===== src/rtl/alu.sv =====
// RV32I integer ALU with branch comparator.
// Combinational result/cond plus one-cycle registered copies.
module alu (
  input  logic        clk,
  input  logic        rst_n,
  input  logic [31:0] in1,
  input  logic [31:0] in2,
  input  logic [3:0]  alu_op,
  input  logic [2:0]  funct3,
  output logic [31:0] result,
  output logic        cond,
  output logic [31:0] result_q,
  output logic        cond_q
);

  localparam logic [3:0] OP_ADD   = 4'd0;
  localparam logic [3:0] OP_SUB   = 4'd1;
  localparam logic [3:0] OP_SLL   = 4'd2;
  localparam logic [3:0] OP_SLT   = 4'd3;
  localparam logic [3:0] OP_SLTU  = 4'd4;
  localparam logic [3:0] OP_XOR   = 4'd5;
  localparam logic [3:0] OP_SRL   = 4'd6;
  localparam logic [3:0] OP_SRA   = 4'd7;
  localparam logic [3:0] OP_OR    = 4'd8;
  localparam logic [3:0] OP_AND   = 4'd9;
  localparam logic [3:0] OP_PASSB = 4'd10;

  localparam logic [2:0] F3_EQ  = 3'b000;
  localparam logic [2:0] F3_NE  = 3'b001;
  localparam logic [2:0] F3_LT  = 3'b100;
  localparam logic [2:0] F3_GE  = 3'b101;
  localparam logic [2:0] F3_LTU = 3'b110;
  localparam logic [2:0] F3_GEU = 3'b111;

  logic [4:0]  w_shamt;
  logic        w_eq;
  logic        w_lt_s;
  logic        w_lt_u;
  logic [31:0] w_sra;

  assign w_shamt = in2[4:0];
  assign w_eq    = (in1 == in2);
  assign w_lt_s  = ($signed(in1) < $signed(in2));
  assign w_lt_u  = (in1 < in2);
  assign w_sra   = $unsigned($signed(in1) >>> w_shamt);

  always_comb begin
    result = 32'd0;
    unique case (alu_op)
      OP_ADD:   result = in1 + in2;
      OP_SUB:   result = in1 - in2;
      OP_SLL:   result = in1 << w_shamt;
      OP_SLT:   result = {31'd0, w_lt_s};
      OP_SLTU:  result = {31'd0, w_lt_u};
      OP_XOR:   result = in1 ^ in2;
      OP_SRL:   result = in1 >> w_shamt;
      OP_SRA:   result = w_sra;
      OP_OR:    result = in1 | in2;
      OP_AND:   result = in1 & in2;
      OP_PASSB: result = in2;
      default:  result = 32'd0;
    endcase
  end

  // Branch condition ignores alu_op entirely.
  always_comb begin
    cond = 1'b0;
    unique case (funct3)
      F3_EQ:   cond = w_eq;
      F3_NE:   cond = ~w_eq;
      F3_LT:   cond = w_lt_s;
      F3_GE:   cond = ~w_lt_s;
      F3_LTU:  cond = w_lt_u;
      F3_GEU:  cond = ~w_lt_u;
      default: cond = 1'b0;
    endcase
  end

  always_ff @(posedge clk or negedge rst_n) begin
    if (!rst_n) begin
      result_q <= 32'd0;
      cond_q   <= 1'b0;
    end else begin
      result_q <= result;
      cond_q   <= cond;
    end
  end

endmodule


===== config.mk =====
export PLATFORM = sky130hd
export DESIGN_NAME = alu
export DESIGN_NICKNAME = d
export VERILOG_FILES = /design/src/rtl/alu.sv
export SDC_FILE = /design/constraint.sdc
export NUM_CORES = 1
export LEC_CHECK = 0
export BUFFER_PORTS_ARGS = -buffer_cell sky130_fd_sc_hd__buf_2
export CORE_MARGIN = 2
export CORE_UTILIZATION = 45
export CTS_BUF_LIST = sky130_fd_sc_hd__clkbuf_8
export DETAILED_ROUTE_END_ITERATION = 6
export PLACE_DENSITY_LB_ADDON = 0.08
export SLEW_MARGIN = 20
export SYNTH_ARGS = -nofsm -noshare
export SYNTH_HDL_FRONTEND = slang
export SYNTH_SLANG_ARGS = --single-unit

===== constraint.sdc =====
create_clock -name clk -period 4.4 [get_ports clk]
set_input_delay 0 -clock clk [delete_from_list [all_inputs] [get_ports clk]]
set_output_delay 0 -clock clk [all_outputs]
set_load 0.01 [all_outputs]

==> results of run 1 <==
[placed cells by master, fill, tap and decap left out, drive strengths merged, types with 8 or more instances in the layout]
cell type  instances
a221oi            19
inv               95
a211oi            29
nand4             13
nand3             23
a21oi            103
o21ai             99
buf              165
o211ai            23
a21o              24
nor3              32
o2111ai           12
mux2i             51
nor2             135
o31ai              8
o22ai             22
and3              11
and2              13
a31oi             13
nor2b              9
a221o             17
nand2b            12
nor4              12
a22oi             18
mux4              45
dfrtp             33
o221ai            12
a211o              9
nand2            135
o21bai            16
ha                99
[registers in the layout, indices dropped and copies added, names as in the netlist]
signal / cells
result_q: 32
cond_q: 1
[layout make-up]
cell class / instances / area, um2 / share of cell area (%)
multi-input combinational: 1122 / 8330 / 76.3
timing repair buffer: 167 / 943 / 8.64
sequential: 33 / 826 / 7.56
inverter: 97 / 367 / 3.36
tap: 280 / 350 / 3.21
clock buffer: 7 / 96.3 / 0.882
clock inverter: 1 / 5.00 / 0.0458
[through the flow]
| step | std cells | utilization, % | power (mW) |
|---|---|---|---|
| 6_report | 1707 | 50.2 | 2.10 |
| 5_1_grt | 1707 | 50.2 | 2.21 |
| 4_1_cts | 1707 | 50.2 | 2.06 |
| 3_5_place_dp | 1697 | 49.6 | 1.76 |
| 3_3_place_gp | 1697 | 49.6 | 1.76 |
| 2_1_floorplan | 1358 | - | 1.25 |
[report_power, final]
group          switching, mW  total, mW  internal, mW  leakage (nW)
Sequential           0.00998      0.360         0.350         0.409
Clock                  0.157      0.300         0.142        0.0542
Combinational          0.927       1.44         0.510          4.51
[critical path, stage by stage]
cell and delay, ns:
buf_2 0.21, inv_1 0.11, ha_1 0.44, a21oi_1 0.13, a21oi_1 0.24, o31ai_1 0.18
o311ai_2 0.49, a31oi_1 0.35, or4b_2 0.76, a21oi_1 0.15, o21ai_0 0.08, a21oi_1 0.29
buf_2 0.20
[per-layer routing]
| metal | wire, um | up-vias | share of wire (%) | global-route usage [%] |
|---|---|---|---|---|
| met5 | 0 | - | 0 | 0 |
| met4 | 2410 | 0 | 5.2 | 17.1 |
| met3 | 4330 | 126 | 9.4 | 6.43 |
| met2 | 20900 | 740 | 45 | 61.8 |
| met1 | 18500 | 5607 | 40 | 51.7 |
| li1 | - | 5255 | - | - |
[logic make-up (layout without fill, tap and decap cells)]
logic type / count (synthesis) / count (layout) / share of synthesized area (%)
fa+ha+maj: 101 / 101 / 12.9
flops: 33 / 33 / 8.32
mux: 101 / 101 / 15.9
compound gates: 487 / 487 / 33.9
buf+inv: 203 / 272 / 8.38
xor+xnor: 8 / 8 / 0.706
simple gates: 425 / 425 / 19.9
[worst paths after layout]
path / from / endpoint / slack, ns / depth (start not counted)
worst min-delay path: funct3[1] / cond_q / 0.005 / 3
max in group asynchronous: rst_n / result_q[17] / 3.79 / 2
worst max-delay path: in2[2] / result[31] / 0.78 / 13
min in group asynchronous: rst_n / result_q[31] / 0.19 / 2
==> metrics.cfg, run 1 <==
[finish]
fillers=2214
num_antenna_cells=0
syn_to_final_growth_pct=9.97
drive_gt1_share_pct=17.7
fin_area_um2=10900
nets=1600

[worst_setup_path]
start_kind=primary input
end_kind=output port
critPathMaxFanout=11
cp.required_ns=4.40
critPathKind=in2out
arrival_ns=3.62

[sta]
relSlewSlack_pct=35.8
setup_violations=0
fin_ws_ns=0.780
finalMaxSlewViolations=0
final.setup.tns_ns=0
fin_crit_sh_pct=82.3
tightest_slew_ns=0.961
rsz0062_at_grt=false
final_hold_viol_count=0
min_period_ns=3.62
max_freq_mhz=276
holdWs_ns=0.00533

[die]
die_x_um=153
die_h_um=153
initial_core_util_pct=45.6
ioPinCount=139
die_area_um2=23300
core_um2=21800
num_rows=54

[power_and_ir_drop]
power.density_nw_per_um2=192
ir_worst_vdd_mv=0.116
power.leakage_nw=4.97

[clocking]
clock_sinks=33
cts_buffers=5
postCtsResizedCells=0
root_buffer=clkbuf_8
cts_tree=built
clk_pin_slew_ns=0.08
hold_buffers=2
cts_buffer_depth=2
cts_setup_buffers=0
cts_max_level=2

[grt]
antenna_found_initial=0
gr-usage-all-layers_pct=38.7
grt_overflow=0
grt_start_max_net_pins=83
grt_pass1_wl_um=69600
first_global_vias=10900

[drt]
vias=11700
drt_iter0_markers=1318
wirelength_um=46200
drc=0
vias_per_cell=6.87
wire_per_inst_um=27.1
drt_pre_antenna_iters=6
drtAntennaViolNets=0

[placed_design]
routabilityCongestion=1.04
postPlaceCellArea_um2=10800
hpwl_um=35400
place_ws_ns=0.930
portBuffers=138

[flow_run]
maxCapViolCount=0

[logic_synthesis]
synth_area_leaders=ha_1 (12%), mux4_2 (10%), dfrtp_1 (8.3%)
yosysSeqAreaShare_pct=8.32
synth_top_area_share_pct=12.5
ys.warnings.count=0
synth_cells=1358
synth_top_area_cell=ha_1
synth_edf_count=0
synth_nets=1532
syn_area_um2=9930
netlist_top_cells_count=nand2_1 (135), nor2_1 (135), a21oi_1 (103), ha_1 (99), o21ai_0 (95)
ys.flop_type=dfrtp_1
synth_cell_types=88
ys_async_sr_fraction_pct=100
syn_avg_cell_area_um2=7.31
ys_ff_latch=33

[run_status]
status=completed

[hold_path]
hold_class=in2reg

No activity file was read; power rests on OpenSTA's default activity.
==> inputs of run 2 (changes only) <==
==> constraint.sdc (replaced) <==
create_clock -name clk -period 3.4 [get_ports clk]
set_input_delay 0 -clock clk [delete_from_list [all_inputs] [get_ports clk]]
set_output_delay 0 -clock clk [all_outputs]
set_load 0.01 [all_outputs]
==> run 2 against run 1 <==
Against the previous run:
- wire length up 4.6%
- worst hold slack better by 0.037 ns
- first-iteration DRC count down 1.8%
- flip-flop and latch count unchanged
- sequential power up 29%
- count of clock-buffer cells in the layout unchanged
- core utilization up 2.6 points
- final cell count up 4.2%
==> metrics.cfg, run 2 (synthesized netlist as in run 1, its figures left out) <==
[grt]
grt_overflow=0
gr-usage-all-layers_pct=40.3
antenna_found_initial=0
grt_start_max_net_pins=79
grt_pass1_wl_um=72100
first_global_vias=11400

[drt]
vias=12100
drt_iter0_markers=1294
drc=0
wire_per_inst_um=27.2
wirelength_um=48300
vias_per_cell=6.80
drt_pre_antenna_iters=6
drtAntennaViolNets=0

[placed_design]
routabilityCongestion=1.07
hpwl_um=38200
dp_cells=1768
portBuffers=138
postPlaceCellArea_um2=11300

[sta]
relSlewSlack_pct=43.3
min_period_ns=3.26
max_freq_mhz=307
final_hold_viol_count=0
finalMaxSlewViolations=0
tightest_slew_ns=0.850
final.setup.tns_ns=0
setup_violations=0
rsz0062_at_grt=false
fin_crit_sh_pct=95.7

[finish]
seq_area_um2=826
multi_input_area_um2=8350
fin_area_um2=11500
final_cell_mix=buf_2 (137), nor2_1 (135), nand2_1 (135)
largest_register_ffs=32
nets=1672
syn_to_final_growth_pct=15.7
fillers=2240
final_common_cell=buf_2
top_register=result_q
reg_top3=result_q x32, cond_q x1
fin_util_pct=52.8
num_antenna_cells=0
fin_cells=1779
drive_gt1_share_pct=21.7

[worst_setup_path]
critPathMaxFanout=78
start_kind=primary input
end_kind=output port
critPathKind=in2out
cp.required_ns=3.40
arrival_ns=3.26

[clocking]
clock_sinks=33
cts_max_level=2
cts_tree=built
clk_pin_slew_ns=0.08
cts_buffers=5
cts_buffer_depth=2
cts_setup_buffers=0
root_buffer=clkbuf_8

[power_and_ir_drop]
power.density_nw_per_um2=247
ir_worst_vdd_mv=0.180
power.leakage_nw=5.32
total_power_mw=2.83

[run_status]
status=completed

[die]
ioPinCount=139
die_x_um=153
die_h_um=153
initial_core_util_pct=45.6
die_area_um2=23300
core_um2=21800
num_rows=54

[hold_path]
hold_class=in2reg
holdPathStages=3

[flow_run]
maxCapViolCount=0

[run 2: changes by cell type in the layout (fill, tap and decap cells not counted), sizes merged]
cell	change
buf	+71
dlygate4sd3	+1
[run 2: worst paths after layout]
path                                 to    from  slack [ns]
min in group asynchronous  result_q[31]   rst_n        0.28
max                          result[16]  in2[1]        0.14
min                         result_q[5]  in2[5]        0.04
max in group asynchronous   result_q[1]   rst_n        2.54
[run 2: critical path: stages]
cell	delay, ns
buf_4	0.14
buf_12	0.35
mux4_2	0.63
mux2i_1	0.59
nor2_1	0.08
nor2_1	0.18
o22ai_1	0.16
a2111oi_0	0.49
o21ai_0	0.30
buf_2	0.22
[run 2: cell type report]
cell class / instances / area share (%)
Clock buffer: 7 / 0.839
Clock inverter: 1 / 0.0436
Tap cell: 280 / 3.05
Multi-Input combinational cell: 1122 / 72.7
Timing Repair Buffer: 239 / 13.0
Inverter: 97 / 3.19
Sequential cell: 33 / 7.19
[run 2: per-stage QoR]
stage	hold WS (ns)	setup WS, ns
floorplan	-0.296	0.0123
global placement	0.126	0.245
detailed placement	0.188	0.218
CTS	0.0276	0.160
global route	0.0561	0.0115
finish	0.0424	0.145
[run 2: power breakdown]
group	internal [mW]	total, mW	switching, mW
registers	0.453	0.465	0.0123
logic	0.735	1.98	1.24
clock network	0.184	0.392	0.208
[run 2: routing by layer]
layer,global-route usage (%),share of wire (%),up-vias
met5,0,0,-
met4,21.2,6.8,0
met3,6.48,8.8,157
met2,65.3,45,770
met1,51.9,39,5760
li1,-,-,5407
[run 2: what timing repair did]
item | 4_1_cts | 5_1_grt
hold endpoints to repair | 34 | 0
hold buffers | 3 | 0
resized for setup | 0 | 5
setup endpoints to repair | 0 | 7
